## config.mk

```make
export PLATFORM = sky130hd
export DESIGN_NAME = instr_fetch_unit_i_0
export DESIGN_NICKNAME = d
export VERILOG_FILES = /design/src/rtl/instr_fetch_unit_i_0_pkg.sv /design/src/rtl/instr_fetch_unit_i_0_fifo.sv /design/src/rtl/instr_fetch_unit_i_0.sv
export SDC_FILE = /design/constraint.sdc
export NUM_CORES = 1
export LEC_CHECK = 0
export ABC_AREA = 1
export BUFFER_PORTS_ARGS = -buffer_cell sky130_fd_sc_hd__buf_2
export CAP_MARGIN = 20
export CORE_MARGIN = 5
export CORE_UTILIZATION = 56
export CTS_BUF_LIST = sky130_fd_sc_hd__clkbuf_2 sky130_fd_sc_hd__clkbuf_4 sky130_fd_sc_hd__clkbuf_8
export CTS_CLUSTER_DIAMETER = 100
export DETAILED_ROUTE_END_ITERATION = 16
export PLACE_DENSITY = 0.81
export SLEW_MARGIN = 40
export SYNTH_ARGS = -nofsm -noshare
export SYNTH_HDL_FRONTEND = slang
export SYNTH_SLANG_ARGS = --single-unit
export TNS_END_PERCENT = 20
```

## constraint.sdc

```tcl
create_clock -name clk -period 5.2 [get_ports clk]
set_input_delay 0.78 -clock clk [delete_from_list [all_inputs] [get_ports clk]]
set_output_delay 0.78 -clock clk [all_outputs]
set_load 0.005 [all_outputs]
```

## src/rtl/instr_fetch_unit_i_0_pkg.sv

```systemverilog
`default_nettype none
// ============================================================================
// Module      : instr_fetch_unit_i_0_pkg
// Description : Shared constants and fetch-state encoding for the core-0
//               instruction fetch unit.
// Revision    : 1.0 - initial release
// ============================================================================
package instr_fetch_unit_i_0_pkg;

    localparam int unsigned c_ADDRESSSIZE = 32;

    typedef enum logic [1:0] {
        S_IDLE  = 2'd0,
        S_REQ   = 2'd1,
        S_WAIT  = 2'd2,
        S_DRAIN = 2'd3
    } fetch_state_t;

endpackage : instr_fetch_unit_i_0_pkg
`default_nettype wire

```

## src/rtl/instr_fetch_unit_i_0_fifo.sv

```systemverilog
`default_nettype none
// ============================================================================
// Module      : instr_fetch_unit_i_0_fifo
// Description : Synchronous fetch buffer holding {pc, instr} pairs, with flush.
// Revision    : 1.0 - initial release
// ============================================================================
module instr_fetch_unit_i_0_fifo #(
    parameter  int unsigned DATA_W = 32,
    parameter  int unsigned DEPTH  = 4,
    localparam int unsigned PTR_W  = $clog2(DEPTH),
    localparam int unsigned CNT_W  = $clog2(DEPTH) + 1
) (
    input  logic              clk,
    input  logic              rst_n,
    input  logic              flush,
    input  logic              push,
    input  logic [DATA_W-1:0] push_pc,
    input  logic [DATA_W-1:0] push_data,
    input  logic              pop,
    output logic              valid,
    output logic [DATA_W-1:0] head_pc,
    output logic [DATA_W-1:0] head_data,
    output logic [CNT_W-1:0]  count
);

    localparam logic [CNT_W-1:0] c_depth = CNT_W'(DEPTH);

    logic [DATA_W-1:0] r_mem_pc   [DEPTH];
    logic [DATA_W-1:0] r_mem_data [DEPTH];
    logic [PTR_W-1:0]  r_wr_ptr;
    logic [PTR_W-1:0]  r_rd_ptr;
    logic [CNT_W-1:0]  r_count;

    logic w_empty;
    logic w_pop;
    logic w_push;

    assign w_empty = (r_count == '0);
    assign w_pop   = pop & ~w_empty & ~flush;
    // A full buffer only accepts a push alongside a pop.
    assign w_push  = push & ~flush & ((r_count != c_depth) | w_pop);

    always_ff @(posedge clk or negedge rst_n) begin
        if (!rst_n) begin
            r_wr_ptr <= '0;
            r_rd_ptr <= '0;
            r_count  <= '0;
        end else if (flush) begin
            r_wr_ptr <= '0;
            r_rd_ptr <= '0;
            r_count  <= '0;
        end else begin
            if (w_push) r_wr_ptr <= r_wr_ptr + PTR_W'(1);
            if (w_pop)  r_rd_ptr <= r_rd_ptr + PTR_W'(1);
            case ({w_push, w_pop})
                2'b10:   r_count <= r_count + CNT_W'(1);
                2'b01:   r_count <= r_count - CNT_W'(1);
                default: r_count <= r_count;
            endcase
        end
    end

    always_ff @(posedge clk) begin
        if (w_push) begin
            r_mem_pc[r_wr_ptr]   <= push_pc;
            r_mem_data[r_wr_ptr] <= push_data;
        end
    end

    assign valid     = ~w_empty;
    assign head_pc   = w_empty ? '0 : r_mem_pc[r_rd_ptr];
    assign head_data = w_empty ? '0 : r_mem_data[r_rd_ptr];
    assign count     = r_count;

endmodule : instr_fetch_unit_i_0_fifo
`default_nettype wire

```

## src/rtl/instr_fetch_unit_i_0.sv

```systemverilog
`default_nettype none
// ============================================================================
// Module      : instr_fetch_unit_i_0
// Description : Core-0 instruction fetch stage: drives the I-cache request,
//               buffers returned words for decode, handles PC redirects.
// Revision    : 1.0 - initial release
// ============================================================================
module instr_fetch_unit_i_0
    import instr_fetch_unit_i_0_pkg::*;
#(
    parameter  int unsigned       ADDR_W     = c_ADDRESSSIZE,
    parameter  int unsigned       FIFO_DEPTH = 4,
    parameter  logic [ADDR_W-1:0] RESET_PC   = '0,
    parameter  int unsigned       PC_STEP    = 1,
    localparam int unsigned       CNT_W      = $clog2(FIFO_DEPTH) + 1
) (
    input  logic              clk,
    input  logic              rst_n,
    input  logic              fetch_en,
    input  logic              redirect_valid,
    input  logic [ADDR_W-1:0] redirect_pc,
    output logic              PrRd,
    output logic [ADDR_W-1:0] Address,
    input  logic [ADDR_W-1:0] Data_Bus,
    input  logic              CPU_stall,
    output logic              instr_valid,
    output logic [ADDR_W-1:0] instr_data,
    output logic [ADDR_W-1:0] instr_pc,
    input  logic              instr_ready,
    output logic [CNT_W-1:0]  fifo_count
);

    localparam logic [CNT_W-1:0]  c_depth    = CNT_W'(FIFO_DEPTH);
    localparam logic [CNT_W-1:0]  c_depth_m1 = CNT_W'(FIFO_DEPTH - 1);
    localparam logic [ADDR_W-1:0] c_pc_step  = ADDR_W'(PC_STEP);

    fetch_state_t      r_state;
    logic [ADDR_W-1:0] r_pc;
    logic [ADDR_W-1:0] r_addr;
    logic [ADDR_W-1:0] r_target;
    logic              r_prrd;

    logic              w_complete;
    logic              w_push;
    logic              w_pop;
    logic              w_has_room;
    logic              w_room_after;
    logic [ADDR_W-1:0] w_next_addr;

    assign w_complete   = r_prrd & ~CPU_stall;
    assign w_pop        = instr_valid & instr_ready & ~redirect_valid;
    assign w_push       = w_complete & ~redirect_valid &
                          ((r_state == S_REQ) | (r_state == S_WAIT));
    assign w_has_room   = (fifo_count < c_depth);
    // Occupancy after this push: a simultaneous pop keeps it below full.
    assign w_room_after = w_pop | (fifo_count < c_depth_m1);
    assign w_next_addr  = r_addr + c_pc_step;

    always_ff @(posedge clk or negedge rst_n) begin
        if (!rst_n) begin
            r_state  <= S_IDLE;
            r_pc     <= RESET_PC;
            r_addr   <= RESET_PC;
            r_target <= RESET_PC;
            r_prrd   <= 1'b0;
        end else begin
            case (r_state)
                S_IDLE: begin
                    if (redirect_valid) begin
                        r_pc <= redirect_pc;
                    end else if (fetch_en && w_has_room) begin
                        r_addr  <= r_pc;
                        r_prrd  <= 1'b1;
                        r_state <= S_REQ;
                    end
                end
                S_REQ, S_WAIT: begin
                    if (CPU_stall) begin
                        // A miss in flight must run to completion before redirecting.
                        if (redirect_valid) begin
                            r_target <= redirect_pc;
                            r_state  <= S_DRAIN;
                        end else begin
                            r_state  <= S_WAIT;
                        end
                    end else if (redirect_valid) begin
                        r_pc    <= redirect_pc;
                        r_prrd  <= 1'b0;
                        r_state <= S_IDLE;
                    end else begin
                        r_pc <= w_next_addr;
                        if (fetch_en && w_room_after) begin
                            r_addr  <= w_next_addr;
                            r_state <= S_REQ;
                        end else begin
                            r_prrd  <= 1'b0;
                            r_state <= S_IDLE;
                        end
                    end
                end
                S_DRAIN: begin
                    if (!CPU_stall) begin
                        r_pc    <= redirect_valid ? redirect_pc : r_target;
                        r_prrd  <= 1'b0;
                        r_state <= S_IDLE;
                    end else if (redirect_valid) begin
                        r_target <= redirect_pc;
                    end
                end
                default: begin
                    r_prrd  <= 1'b0;
                    r_state <= S_IDLE;
                end
            endcase
        end
    end

    assign PrRd    = r_prrd;
    assign Address = r_addr;

    instr_fetch_unit_i_0_fifo #(
        .DATA_W (ADDR_W),
        .DEPTH  (FIFO_DEPTH)
    ) u_fifo (
        .clk       (clk),
        .rst_n     (rst_n),
        .flush     (redirect_valid),
        .push      (w_push),
        .push_pc   (r_addr),
        .push_data (Data_Bus),
        .pop       (w_pop),
        .valid     (instr_valid),
        .head_pc   (instr_pc),
        .head_data (instr_data),
        .count     (fifo_count)
    );

endmodule : instr_fetch_unit_i_0
`default_nettype wire

```

==> impl_metrics.yaml <==
outcome:
  outcome: "complete, no violations"
critical_path:
  worstPathCellList: "inv_4, buf_4, o21ai_0, a21oi_1, buf_2"
  required_ps: 4420
  crit_family: "buffers and inverters"
  critPathBufInv: 3
  cp_slowest_stage_delay_ps: 620
  critPathSlowestCell: "dfrtp_4"
  cp-end-kind: "primary output"
  worstSetupPathType: "reg -> out"
  cp.arrival_ps: 2790
  critPathMaxFanout: 72
  start_kind: "register"
timing:
  worst_slew_pin_slew_ps: 823
  finalHoldViolCount: 0
  period_minus_slack_ps: 3570
  finClkSkew_ps: 17.2
  setup_tns_ps: 0
  relSlewSlack: 0.452
  whs_ps: 182
  setup_viol: 0
  timing.fmax_mhz: 280
  grt_setup_unrepaired: "false"
  final.period_utilization: 0.686
  slew_violations: 0
yosys:
  synth_compound_area_frac: 0.137
  yosys.area_share.xor_xnor: 0.00357
  yosysTopAreaCell: "edfxtp_1"
  synth_mux_area_frac: 0
  yosys_most_used_dff: "edfxtp_1"
  synth_edf_count: 256
  syn-cell-area_um2: 16500
  syn_inst: 1706
  synthAdderAreaFrac: 0.00653
  yosys.area_share.simple: 0.177
  yosys_warnings: 0
  async_flop_share: 0.293
  yosysSeqAreaShare: 0.628
  synth_fp_nets: 1784
  synth_top_family_by_area: "simple AND/OR/NAND/NOR gates"
  synthTopCellsByArea: "edfxtp_1, dfrtp_1, nor2_1"
  synth.most_common_cell: "nor2_1"
  synth.avg_cell_area_um2: 9.65
  synth_top_cell_area_share: 0.467
  yosysUniqueCellTypes: 44
  ys_ff_latch: 362
  yosys-top-cells-count: "nor2_1, nand2_1, edfxtp_1, o21ai_0, a21oi_1"
cells_and_area:
  syn2layout_area_growth_pct: 13.2
  layout.nets: 1931
  drive_gt1_frac: 0.168
  antennaDiodeCount: 0
  n_fill_cell: 2271
cts:
  numCtsBuffers: 57
  holdBufCountCts: 0
  cts_buffer_depth: 3
  cts_resized: 0
  post_cts_buffers: 0
  clk-insertion-delay-late_ps: 590
  cts_tree: "yes"
  htree_num_levels: 2
  clk_pin_slew_ps: 60
  cts_root_buf: "clkbuf_8"
  clock_sinks: 362
place:
  dp_hpwl_mm: 24.5
  gp_congestion: 0.884
  io_buffers: 170
power_and_ir_drop:
  p_sw_frac: 0.403
  p_seq_frac: 0.401
  total_leakage_power_nw: 7.56
  power.density_nw_per_um2: 562
  power_frac_comb: 0.377
  internal_power_mw: 6.25
  ir_drop_v: 0.000448
  clkPwrFrac: 0.222
  power_switching_mw: 4.23
die:
  num_rows: 62
  die_h_um: 182
  initial_utilization: 0.571
  design.die.area_um2: 32900
  fp.dieW_um: 182
  io-pin-count: 171
  core_um2: 28900
routing:
  totalWireLength_mm: 39.4
  remaining_drc_errors: 0
  dr.pass1.iters: 5
  drtAntennaViolNets: 0
  avgRoutedWirePerCell_um: 17.2
  viasPerCell: 5.60
  vias: 12800
  drt-initial-drc-count: 1257
global_route:
  antenna_found_initial: 1
  grt_overflow: 0
  grt_max_degree: 104
  grt.total_usage: 0.236
  grt_pass1_wl_mm: 63.9
  first_global_vias: 12200
run:
  drv_cap: 0
min_path:
  hp-class: "in -> async"
[cells by family (layout without fill, tap and decap cells)]
group,after synthesis,in the layout
and+or+nand+nor,716,716
xor gates and xnor gates,5,5
DFF,362,362
AOI/OAI and AO/OA,432,432
buffers and inverters,183,378
adders and majority gates,8,8
[flip-flops by register name, summed over array words and instances (netlist names)]
name / cells
u_fifo.r_mem_data: 128
r_state: 2
PrRd: 1
r_pc: 32
r_target: 32
u_fifo.r_rd_ptr: 2
Address: 32
u_fifo.r_wr_ptr: 2
u_fifo.count: 3
u_fifo.r_mem_pc: 128
[area by class of cell]
type                       count  area, um2  share of cell area
clock buffer                  79        962              0.0516
sequential                   362      10300               0.555
multi-input combinational   1161       5370               0.288
timing repair buffer         186        992              0.0532
inverter                      85        330              0.0177
clock inverter                28        169             0.00906
tap                          384        480              0.0258
[per-stage QoR]
stage / power, mW / std cells / instance area [um2] / utilization / worst slack (ps)
after floorplan: 6.81 / 1706 / 16500 / - / 890
after global placement: 8.03 / 2178 / 17500 / 0.606 / 2020
after detailed placement: 8.15 / 2178 / 17500 / 0.607 / 2190
after CTS: 10.5 / 2285 / 18700 / 0.646 / 1620
after global routing: 11.3 / 2285 / 18700 / 0.646 / 1370
final: 10.5 / 2285 / 18700 / 0.646 / 1630
[routing by layer]
layer / vias to the layer above / share of wire / routed length, um / GRT usage
met2: 590 / 0.46 / 18300 / 0.371
met5: - / 0.00033 / 13 / 0
met4: 2 / 0.024 / 945 / 0.0721
met1: 6013 / 0.42 / 16600 / 0.339
li1: 6119 / - / - / -
met3: 75 / 0.090 / 3550 / 0.0426
[path summary, 6_finish.rpt]
path | start | slack (ps) | depth (start not counted) | endpoint
max | u_fifo.r_rd_ptr[0]$_DFFE_PN0P_ | 1630 | 5 | instr_pc[15]
min | rst_n | 180 | 1 | r_target[24]$_DFFE_PN0P_
max reg2reg | r_state[0]$_DFFE_PN0P_ | 2130 | 11 | Address[4]$_DFFE_PN0P_
min reg2reg | r_pc[8]$_DFFE_PN0P_ | 480 | 2 | r_pc[8]$_DFFE_PN0P_
max in group asynchronous | rst_n | 4070 | 2 | r_target[8]$_DFFE_PN0P_
min in group clk | Data_Bus[28] | 400 | 1 | u_fifo.r_mem_data[3][28]$_DFFE_PP_
[power groups by stage]
stage | registers (mW) | logic, mW | clock network [mW]
finish | 4.20 | 3.95 | 2.33
global route | 4.26 | 4.49 | 2.52
CTS | 4.19 | 3.93 | 2.37
detailed placement | 4.24 | 3.91 | 0
global placement | 4.22 | 3.81 | 0
floorplan | 4.04 | 2.76 | 0
[worst register-to-register path, delay by kind of cell, from the launching register on]
kind	cells	cell delay (ps)
AO/OA/AOI/OAI	3	390
adder cells (fa/ha/maj)	1	400
buffers and inverters	4	1290
flip-flops	1	370
AND/OR/NAND/NOR	3	540
[cell usage in the layout (no fill, tap or decap), drive strengths merged]
master	count
and2	1
inv	85
a21oi	165
ha	7
o22ai	7
edfxtp	256
nand3b	2
o21ai	239
a31oi	2
a21boi	1
a211oi	2
xor2	4
a22oi	1
a221oi	5
bufinv	1
or2	4
nand4	16
o21bai	5
clkinvlp	1
nand2	279
xnor2	1
clkinv	26
o211ai	5
clkbuf	79
buf	186
dfrtp	106
fa	1
nor3	2
nor2	356
nand3	56
Note: power is estimated with default switching activity, not from simulation.
